`config.mk`:
```
export PLATFORM = sky130hd
export DESIGN_NAME = mips_mc_control
export DESIGN_NICKNAME = d
export VERILOG_FILES = /design/src/rtl/mips_pkg.sv /design/src/rtl/mips_op_decode.sv /design/src/rtl/mips_mc_control.sv
export SDC_FILE = /design/constraint.sdc
export NUM_CORES = 1
export LEC_CHECK = 0
export ABC_AREA = 1
export BUFFER_PORTS_ARGS = -buffer_cell sky130_fd_sc_hd__buf_2
export CORE_UTILIZATION = 56
export CTS_CLUSTER_SIZE = 40
export DETAILED_ROUTE_END_ITERATION = 8
export PLACE_DENSITY = 0.93
export SYNTH_ARGS = -nofsm -noshare
export SYNTH_HDL_FRONTEND = slang
export SYNTH_SLANG_ARGS = --single-unit
export TNS_END_PERCENT = 20
```
`constraint.sdc`:
```
create_clock -name clk -period 4.1 [get_ports clk]
set_input_delay 0.82 -clock clk [delete_from_list [all_inputs] [get_ports clk]]
set_output_delay 0.82 -clock clk [all_outputs]
set_load 0.005 [all_outputs]
```
`src/rtl/mips_pkg.sv`:
```
// Shared encodings for the multi-cycle MIPS control path: ALU ops, opcodes,
// functs, FSM states, datapath select codes and the registered control bundle.
package mips_pkg;

  localparam logic [3:0] ALU_ADD  = 4'b0000;
  localparam logic [3:0] ALU_SUB  = 4'b0001;
  localparam logic [3:0] ALU_OR   = 4'b0010;
  localparam logic [3:0] ALU_ORI  = 4'b0011;
  localparam logic [3:0] ALU_SRL  = 4'b0100;
  localparam logic [3:0] ALU_SLL  = 4'b0101;
  localparam logic [3:0] ALU_LUI  = 4'b0110;
  localparam logic [3:0] ALU_ANDI = 4'b0111;
  localparam logic [3:0] ALU_NOR  = 4'b1100;
  localparam logic [3:0] ALU_AND  = 4'b1101;
  localparam logic [3:0] ALU_JMP  = 4'b1110;
  localparam logic [3:0] ALU_JAL  = 4'b1111;

  localparam logic [5:0] OPC_RTYPE = 6'h00;
  localparam logic [5:0] OPC_J     = 6'h02;
  localparam logic [5:0] OPC_JAL   = 6'h03;
  localparam logic [5:0] OPC_BEQ   = 6'h04;
  localparam logic [5:0] OPC_BNE   = 6'h05;
  localparam logic [5:0] OPC_ADDI  = 6'h08;
  localparam logic [5:0] OPC_ANDI  = 6'h0C;
  localparam logic [5:0] OPC_ORI   = 6'h0D;
  localparam logic [5:0] OPC_LUI   = 6'h0F;
  localparam logic [5:0] OPC_LW    = 6'h23;
  localparam logic [5:0] OPC_SW    = 6'h2B;

  localparam logic [5:0] FN_SLL = 6'h00;
  localparam logic [5:0] FN_SRL = 6'h02;
  localparam logic [5:0] FN_ADD = 6'h20;
  localparam logic [5:0] FN_SUB = 6'h22;
  localparam logic [5:0] FN_AND = 6'h24;
  localparam logic [5:0] FN_OR  = 6'h25;
  localparam logic [5:0] FN_NOR = 6'h27;

  localparam logic [1:0] SRCB_RT   = 2'd0;
  localparam logic [1:0] SRCB_FOUR = 2'd1;
  localparam logic [1:0] SRCB_IMM  = 2'd2;

  localparam logic [1:0] PCSRC_ALU    = 2'd0;
  localparam logic [1:0] PCSRC_BRANCH = 2'd1;
  localparam logic [1:0] PCSRC_JUMP   = 2'd2;

  localparam logic [1:0] REGDST_RT  = 2'd0;
  localparam logic [1:0] REGDST_RD  = 2'd1;
  localparam logic [1:0] REGDST_R31 = 2'd2;

  localparam logic [1:0] M2R_ALU = 2'd0;
  localparam logic [1:0] M2R_MEM = 2'd1;
  localparam logic [1:0] M2R_PC  = 2'd2;

  typedef enum logic [3:0] {
    S_FETCH     = 4'd0,
    S_DECODE    = 4'd1,
    S_MEM_ADDR  = 4'd2,
    S_MEM_READ  = 4'd3,
    S_MEM_WB    = 4'd4,
    S_MEM_WRITE = 4'd5,
    S_EXEC_R    = 4'd6,
    S_R_WB      = 4'd7,
    S_EXEC_I    = 4'd8,
    S_I_WB      = 4'd9,
    S_BRANCH    = 4'd10,
    S_JUMP      = 4'd11,
    S_TRAP      = 4'd12
  } state_t;

  typedef enum logic [3:0] {
    CLS_NOP, CLS_R, CLS_I, CLS_LW, CLS_SW, CLS_BEQ, CLS_BNE, CLS_J, CLS_JAL
  } instr_class_t;

  typedef struct packed {
    logic [3:0] alu_op;
    logic       alu_src_a;
    logic [1:0] alu_src_b;
    logic       pc_write;
    logic [1:0] pc_source;
    logic       mem_read;
    logic       mem_write;
    logic       reg_write;
    logic [1:0] reg_dst;
    logic [1:0] mem_to_reg;
  } ctrl_t;

  // Input-independent part of the control word for a given state; the
  // handshake and branch-condition terms are merged in by the FSM.
  function automatic ctrl_t moore_ctrl(input state_t st, input logic [3:0] op,
                                       input instr_class_t cls);
    ctrl_t c;
    c = '0;
    c.alu_op = ALU_ADD;
    case (st)
      S_FETCH: begin
        c.mem_read  = 1'b1;
        c.alu_src_b = SRCB_FOUR;
        c.pc_source = PCSRC_ALU;
      end
      S_DECODE: c.alu_src_b = SRCB_IMM;
      S_MEM_ADDR, S_EXEC_I: begin
        c.alu_src_a = 1'b1;
        c.alu_src_b = SRCB_IMM;
        c.alu_op    = op;
      end
      S_EXEC_R: begin
        c.alu_src_a = 1'b1;
        c.alu_src_b = SRCB_RT;
        c.alu_op    = op;
      end
      S_BRANCH: begin
        c.alu_src_a = 1'b1;
        c.alu_src_b = SRCB_RT;
        c.alu_op    = op;
        c.pc_source = PCSRC_BRANCH;
      end
      S_MEM_READ:  c.mem_read = 1'b1;
      S_MEM_WRITE: c.mem_write = 1'b1;
      S_MEM_WB: begin
        c.reg_write  = 1'b1;
        c.reg_dst    = REGDST_RT;
        c.mem_to_reg = M2R_MEM;
      end
      S_R_WB: begin
        c.reg_write  = 1'b1;
        c.reg_dst    = REGDST_RD;
        c.mem_to_reg = M2R_ALU;
      end
      S_I_WB: begin
        c.reg_write  = 1'b1;
        c.reg_dst    = REGDST_RT;
        c.mem_to_reg = M2R_ALU;
      end
      S_JUMP: begin
        c.alu_op    = op;
        c.pc_write  = 1'b1;
        c.pc_source = PCSRC_JUMP;
        if (cls == CLS_JAL) begin
          c.reg_write  = 1'b1;
          c.reg_dst    = REGDST_R31;
          c.mem_to_reg = M2R_PC;
        end
      end
      default: c = c;
    endcase
    return c;
  endfunction

endpackage

```
`src/rtl/mips_op_decode.sv`:
```
// Combinational instruction decode: opcode/funct -> ALU op, instruction class
// and an illegal flag for anything outside the supported subset.
module mips_op_decode
  import mips_pkg::*;
(
  input  logic [5:0]   opcode_i,
  input  logic [5:0]   funct_i,
  output logic [3:0]   op_o,
  output instr_class_t cls_o,
  output logic         illegal_o
);

  always_comb begin
    op_o      = ALU_ADD;
    cls_o     = CLS_NOP;
    illegal_o = 1'b0;
    case (opcode_i)
      OPC_RTYPE: begin
        cls_o = CLS_R;
        case (funct_i)
          FN_ADD: op_o = ALU_ADD;
          FN_SUB: op_o = ALU_SUB;
          FN_AND: op_o = ALU_AND;
          FN_OR:  op_o = ALU_OR;
          FN_NOR: op_o = ALU_NOR;
          FN_SLL: op_o = ALU_SLL;
          FN_SRL: op_o = ALU_SRL;
          default: begin
            cls_o     = CLS_NOP;
            illegal_o = 1'b1;
          end
        endcase
      end
      OPC_ADDI: begin cls_o = CLS_I;   op_o = ALU_ADD;  end
      OPC_ANDI: begin cls_o = CLS_I;   op_o = ALU_ANDI; end
      OPC_ORI:  begin cls_o = CLS_I;   op_o = ALU_ORI;  end
      OPC_LUI:  begin cls_o = CLS_I;   op_o = ALU_LUI;  end
      OPC_LW:   begin cls_o = CLS_LW;  op_o = ALU_ADD;  end
      OPC_SW:   begin cls_o = CLS_SW;  op_o = ALU_ADD;  end
      OPC_BEQ:  begin cls_o = CLS_BEQ; op_o = ALU_SUB;  end
      OPC_BNE:  begin cls_o = CLS_BNE; op_o = ALU_SUB;  end
      OPC_J:    begin cls_o = CLS_J;   op_o = ALU_JMP;  end
      OPC_JAL:  begin cls_o = CLS_JAL; op_o = ALU_JAL;  end
      default:  illegal_o = 1'b1;
    endcase
  end

endmodule

```
`src/rtl/mips_mc_control.sv`:
```
// Multi-cycle MIPS control FSM. Define MC_ILLEGAL_TRAP_EN to park unsupported
// instructions in TRAP; otherwise they retire as NOPs.
module mips_mc_control
  import mips_pkg::*;
#(
  parameter int OP_W = 4,
  parameter int ST_W = 4
) (
  input  logic            clk,
  input  logic            reset,
  input  logic [5:0]      opcode_i,
  input  logic [5:0]      funct_i,
  input  logic            zero_i,
  input  logic            mem_ready_i,
  output logic [OP_W-1:0] alu_operation_o,
  output logic            alu_src_a_o,
  output logic [1:0]      alu_src_b_o,
  output logic            pc_write_o,
  output logic [1:0]      pc_source_o,
  output logic            ir_write_o,
  output logic            mem_read_o,
  output logic            mem_write_o,
  output logic            reg_write_o,
  output logic [1:0]      reg_dst_o,
  output logic [1:0]      mem_to_reg_o,
  output logic [ST_W-1:0] state_o,
  output logic            illegal_o
);

  logic [3:0]   w_dec_op;
  instr_class_t w_dec_cls;
  logic         w_dec_illegal;

  state_t       r_state, w_state_next;
  logic [3:0]   r_op, w_op_next;
  instr_class_t r_cls, w_cls_next;
  ctrl_t        r_ctrl;
  logic         w_in_fetch, w_in_branch, w_branch_taken;

  mips_op_decode u_decode (
    .opcode_i  (opcode_i),
    .funct_i   (funct_i),
    .op_o      (w_dec_op),
    .cls_o     (w_dec_cls),
    .illegal_o (w_dec_illegal)
  );

  always_comb begin
    w_state_next = r_state;
    w_op_next    = r_op;
    w_cls_next   = r_cls;
    case (r_state)
      S_FETCH: if (mem_ready_i) w_state_next = S_DECODE;
      S_DECODE: begin
        w_op_next  = w_dec_op;
        w_cls_next = w_dec_cls;
        if (w_dec_illegal) begin
`ifdef MC_ILLEGAL_TRAP_EN
          w_state_next = S_TRAP;
`else
          w_state_next = S_FETCH;
`endif
        end else begin
          case (w_dec_cls)
            CLS_R:            w_state_next = S_EXEC_R;
            CLS_I:            w_state_next = S_EXEC_I;
            CLS_LW, CLS_SW:   w_state_next = S_MEM_ADDR;
            CLS_BEQ, CLS_BNE: w_state_next = S_BRANCH;
            CLS_J, CLS_JAL:   w_state_next = S_JUMP;
            default:          w_state_next = S_FETCH;
          endcase
        end
      end
      S_MEM_ADDR:  w_state_next = (r_cls == CLS_SW) ? S_MEM_WRITE : S_MEM_READ;
      S_MEM_READ:  if (mem_ready_i) w_state_next = S_MEM_WB;
      S_MEM_WRITE: if (mem_ready_i) w_state_next = S_FETCH;
      S_EXEC_R:    w_state_next = S_R_WB;
      S_EXEC_I:    w_state_next = S_I_WB;
`ifdef MC_ILLEGAL_TRAP_EN
      S_TRAP:      w_state_next = S_TRAP;
`endif
      default:     w_state_next = S_FETCH;
    endcase
  end

  // The control word is registered from the next state so it lines up with
  // the state it belongs to; reset loads the FETCH word directly.
  always_ff @(posedge clk) begin
    if (reset) begin
      r_state <= S_FETCH;
      r_op    <= ALU_ADD;
      r_cls   <= CLS_NOP;
      r_ctrl  <= moore_ctrl(S_FETCH, ALU_ADD, CLS_NOP);
    end else begin
      r_state <= w_state_next;
      r_op    <= w_op_next;
      r_cls   <= w_cls_next;
      r_ctrl  <= moore_ctrl(w_state_next, w_op_next, w_cls_next);
    end
  end

  assign w_in_fetch     = (r_state == S_FETCH);
  assign w_in_branch    = (r_state == S_BRANCH);
  assign w_branch_taken = (r_cls == CLS_BNE) ? ~zero_i : zero_i;

  assign alu_operation_o = OP_W'(r_ctrl.alu_op);
  assign alu_src_a_o     = r_ctrl.alu_src_a;
  assign alu_src_b_o     = r_ctrl.alu_src_b;
  assign pc_write_o      = r_ctrl.pc_write | (w_in_fetch & mem_ready_i)
                         | (w_in_branch & w_branch_taken);
  assign pc_source_o     = r_ctrl.pc_source;
  assign ir_write_o      = w_in_fetch & mem_ready_i;
  assign mem_read_o      = r_ctrl.mem_read;
  assign mem_write_o     = r_ctrl.mem_write;
  assign reg_write_o     = r_ctrl.reg_write;
  assign reg_dst_o       = r_ctrl.reg_dst;
  assign mem_to_reg_o    = r_ctrl.mem_to_reg;
  assign state_o         = ST_W'(r_state);

`ifdef MC_ILLEGAL_TRAP_EN
  assign illegal_o = (r_state == S_TRAP);
`else
  assign illegal_o = 1'b0;
`endif

endmodule

```
## Word level (Yosys, flattened, before mapping)

Memory sizes are Yosys's and may differ from the RTL's.
Cells that the tools add are included.

- Flip-flop bits (word level): 29
- Bits in read-only memories: 64
- Input port bits: 16
- Output and inout bits: 23
- Word-level logic and storage cells: 93
- Memories: 1

- Equal/unequal tests: 37
- Muxes and demuxes: 23
- Bitwise operators: 6
- Reduce and logical (&&, ||, !) cells: 13

Memories:

| memory | words | width | read ports | clocked after Yosys merged registers in | wr ports | line | RTL |
|---|---|---|---|---|---|---|---|
| (no name shown) | 16 | 4 | 1 | 0 | 0 | mips_mc_control.sv:64 | `case (w_dec_cls)` |

Operators by type and width:

| operator | number |
|---|---|
| one-hot mux 4 bit (7 select lines) | 2 |
| equality test 6 bit (second input constant) | 7 |
| equality test 4 x 3 -> 1 bit (second input constant) | 8 |
| one-hot mux 4 bit (8 select lines) | 1 |
| equality test 4 bit (second input constant) | 7 |
| equality test 6 x 4 -> 1 bit (second input constant) | 4 |
| two-way mux 4 bit | 6 |
| one-hot mux 4 bit (6 select lines) | 1 |
| one-hot mux 5 bit (4 select lines) | 1 |
| equality test 6 x 2 -> 1 bit (second input constant) | 3 |
| equality test 4 x 2 -> 1 bit (second input constant) | 4 |
| equality test 6 x 3 -> 1 bit (second input constant) | 2 |
| zero test 6 bit | 2 |
| OR reduction 10 bit | 1 |
| equality test 4 x 1 -> 1 bit (second input constant) | 2 |
| zero test 4 bit | 2 |
| one-hot mux 2 bit (2 select lines) | 2 |
| OR reduction 4 bit | 2 |
| two-way mux 1 bit | 7 |
| OR reduction 7 bit | 1 |
| OR reduction 2 bit | 3 |
| two-way mux 5 bit | 1 |
| OR reduction 5 bit | 1 |
| two-way mux 3 bit | 1 |
| 5 further kinds | 8 |

## Logic depth before layout (Yosys ltp)

An unclocked memory read counts as a cell.

- Word-level depth: 11
- Mapped depth: 14
- Depth with buffers taken out: 14

## Cells and area by module

From an unflattened synthesis, not the netlist that was laid out.

- Cell total of the unflattened synthesis: 255
- Area total of the unflattened synthesis: 1617.8 µm²

Modules (own cells, without submodules):

| module | times used | cells an instance | area each (µm²) | sequential area each (µm²) |
|---|---|---|---|---|
| mips_mc_control | 1 | 172 | 1239.9 | 540.5 |
| mips_op_decode | 1 | 83 | 377.9 | 0.0 |

## Worst setup path before layout

No wires, ideal clock.

- Kind: input to output
- Start: in zero_i
- End: out pc_write_o
- Data arrival time: 1252 ps
- Data required time: 3280 ps
- Slack: 2028 ps
- Stages: 3
- Path buffers: 0
- Cells stage by stage: a31oi_1 nor3_1 a211o_1

- Cells in the longest elaborated chain, start to end: 4

RTL lines:

| item | line | RTL |
|---|---|---|
| from (decl) | mips_mc_control.sv:13 | `input logic zero_i,` |
| inverter 1 bit | mips_mc_control.sv:104 | `assign w_branch_taken = (r_cls == CLS_BNE) ? ~zero_i : zero_i;` |
| two-way mux 1 bit (*) | mips_mc_control.sv:104 |  |
| AND 1 bit (*) | mips_mc_control.sv:110 | `\| (w_in_branch & w_branch_taken);` |
| OR 1 bit (*) | mips_mc_control.sv:110 |  |
| to (decl) | mips_mc_control.sv:18 | `output logic pc_write_o,` |

Every way passes the cells marked *; elsewhere a longest branch is shown, timed or not.

## Worst setup path after layout

Same ends and word-level chain as after synthesis.

==> results.yml <==
drt:
  wl_per_cell_um: 11.6
  drcViolationCount: 0
  drt_iter0_drc: 75
  antenna_left: 0
  drt-total-wl_um: 3240
  firstDrtPassIters: 4
  vias: 1517
  viasPerCell: 5.42
power_and_ir_drop:
  switchingPower_uw: 142
  p_per_area_mw_per_mm2: 276
  p_leak_uw: 0.000879
  p_clk_share_pct: 24.5
  peakVddDrop_mv: 0.236
  netSwitchingFraction_pct: 29.5
  comb_power_share_pct: 18.1
  seqPwrFrac_pct: 57.5
  intPower_uw: 339
die:
  die_y_um: 54.2
  ioPinCount: 39
  core_area_sq_mm: 0.00252
  die-area_sq_mm: 0.00294
  dieWidth_um: 54.2
  start_util_pct: 60.6
  rows: 18
timing:
  rsz0062_at_grt: "no"
  setup_viol: 0
  fmax_mhz: 429
  tns_ns: 0
  finalHoldViolCount: 0
  post-route-min-period_ns: 2.33
  finClkSkew_ns: 0.00774
  worst_pin_slew_ns: 0.588
  slew_viol_final: 0
  period_share_pct: 56.9
  relSlewSlack_pct: 60.5
setup_path:
  cp_max_fo: 2
  r2r_end: "alu_src_b_o[1]"
  crit_top_cell: "buf_2"
  worstPathArrival_ns: 1.51
  worst_r2r_path_depth: 10
  r2r-start: "state_o[3]"
  endpoint_kind: "output pin"
  path_class: "in -> out"
  critPathMaxStageDelay_ns: 0.25
  critPathSlowestCell: "a211o_1"
  r2r_slack_ns: 2.38
  crit_required_ns: 3.28
  path_cells: "buf_2 -> a31oi_1 -> nor3_1 -> a211o_1 -> buf_2"
  cp-start-kind: "input pin"
synth:
  synth_top_area_share_pct: 35.4
  syn_area_sq_mm: 0.00153
  synth-async-reset-ratio_pct: 0
  synthesis.area_per_instance_sq_um: 7.14
  netlist_top_cells_count: "36 x nand2_1, 31 x nor2_1, 27 x dfxtp_1"
  synth_edf_count: 0
  synth-seq-cells: 27
  synth_fp_nets: 230
  yosysMostFrequentCell: "nand2_1"
  synth_area_leaders: "dfxtp_1 35%, nand2_1 8.8%, nor2_1 7.6%"
  synthFlopType: "dfxtp_1"
  synth-seq-area-share_pct: 35.4
  yosys_warnings: 0
  yosys.area.top_type: "dfxtp_1"
  synth_cells: 214
  synth_cell_types: 38
global_routing:
  groute.usage.overall_pct: 23.9
  grt_overflow: 0
  antenna_found_initial: 0
  grt_pass1_vias: 1194
  grt_pass1_wl_um: 5020
  grt_max_degree: 19
status:
  outcome: "completed"
worst_hold_path:
  whs_endpoint: "r_op[3]"
  hold_class: "reg -> reg"
  holdCritStartpoint: "r_op[3]"
  hold_depth: 2
clock_tree:
  clockBufferDepth: 2
  clock_latency_ns: 0.34
  hold_buffers: 0
  cts-root-buf: "clkbuf_4"
  cts_resized: 0
  cts_buffers: 3
  clk_pin_slew_ns: 0.15
  cts.sinks: 27
  post_cts_buffers: 0
  cts_tree: "built"
  cts_max_level: 1
cells_and_area:
  fillers: 235
  multi_input_area_sq_um: 836
  fin_nets: 267
  areaGrowthSynthToFinish_pct: 14.3
  fin_util_pct: 69.2
  n_antenna_cell: 0
  drive_above_1_share_pct: 28.4
  seq_area_sq_um: 541
placement:
  place_hpwl_um: 2560
  port_buffers: 37
  gp_congestion: 0.884
job:
  cap_viol_max_count: 0
-- registers in the layout, indices dropped and copies added (netlist names) --
| register | cells |
|---|---|
| reg_write_o | 1 |
| mem_write_o | 1 |
| alu_src_b_o | 2 |
| reg_dst_o | 2 |
| mem_to_reg_o | 1 |
| r_cls | 4 |
| alu_src_a_o | 1 |
| alu_operation_o | 4 |
| r_ctrl | 1 |
| state_o | 4 |
| pc_source_o | 1 |
| mem_read_o | 1 |
| r_op | 4 |
-- worst max-delay path, delay by kind of cell --
kind / cells / cell delay (ns)
compound gates: 2 / 0.40
buf+inv: 2 / 0.23
simple gates: 1 / 0.06
-- worst max-delay path by stage --
stage | to | cells after the start | startpoint
after floorplan | pc_write_o | 3 | zero_i
after global placement | pc_write_o | 5 | zero_i
after detailed placement | pc_write_o | 5 | zero_i
after CTS | pc_write_o | 5 | zero_i
after global routing | pc_write_o | 5 | zero_i
final | pc_write_o | 5 | zero_i
-- layer usage --
metal  vias to the layer above  routed length (um)  global-route usage, %  part of all wire [%]
met5                         -                   0                      0                     0
met4                         0                  67                   12.0                   2.1
met3                         7                 248                   4.72                   7.7
met2                        67                1460                   36.0                    45
met1                       660                1460                   32.3                    45
li1                        783                   -                      -                     -
-- power groups by stage --
stage,registers (uW),logic (uW),clock network (uW)
2_1_floorplan,282,58.5,0
3_3_place_gp,282,83.2,0
3_5_place_dp,282,85.8,0
4_1_cts,277,86.1,120
5_1_grt,278,97.4,130
6_report,277,86.9,118
-- cell usage in the layout (no fill, tap or decap), drive strengths merged, types with 3 or more instances in the layout --
| cell | synthesis | final |
|---|---|---|
| nand3 | 21 | 21 |
| nand2 | 41 | 41 |
| inv | 31 | 31 |
| clkbuf | 2 | 3 |
| a21oi | 6 | 6 |
| nor3 | 7 | 7 |
| o21ai | 3 | 3 |
| dfxtp | 27 | 27 |
| nor2 | 40 | 40 |
| buf | 3 | 37 |
| nand4 | 11 | 11 |
-- through the flow --
| step | hold WS [ns] | cells | total power, uW | area, sq um | setup WS (ns) |
|---|---|---|---|---|---|
| after global routing | 0.500 | 280 | 506 | 1750 | 1.70 |
| after CTS | 0.483 | 280 | 482 | 1750 | 1.75 |
| after floorplan | 0.441 | 214 | 341 | 1530 | 2.03 |
| final | 0.484 | 280 | 481 | 1750 | 1.77 |
| after detailed placement | 0.463 | 276 | 368 | 1720 | 1.76 |
| after global placement | 0.449 | 276 | 365 | 1720 | 1.81 |
-- cells by family after synthesis --
family,share of synthesized area [%]
other,0.245
buffers and inverters,9.91
AO/OA/AOI/OAI,10.5
flip-flops,35.4
AND/OR/NAND/NOR,44.0
-- layout make-up --
type | instances | area share, %
flip-flops and latches | 27 | 31.0
clock inverters | 1 | 0.430
well taps | 30 | 2.15
inverters | 31 | 6.67
clock buffers | 3 | 1.29
repair buffers | 37 | 10.6
multi-input cells | 151 | 47.9
(Power assumes the default switching activity.)
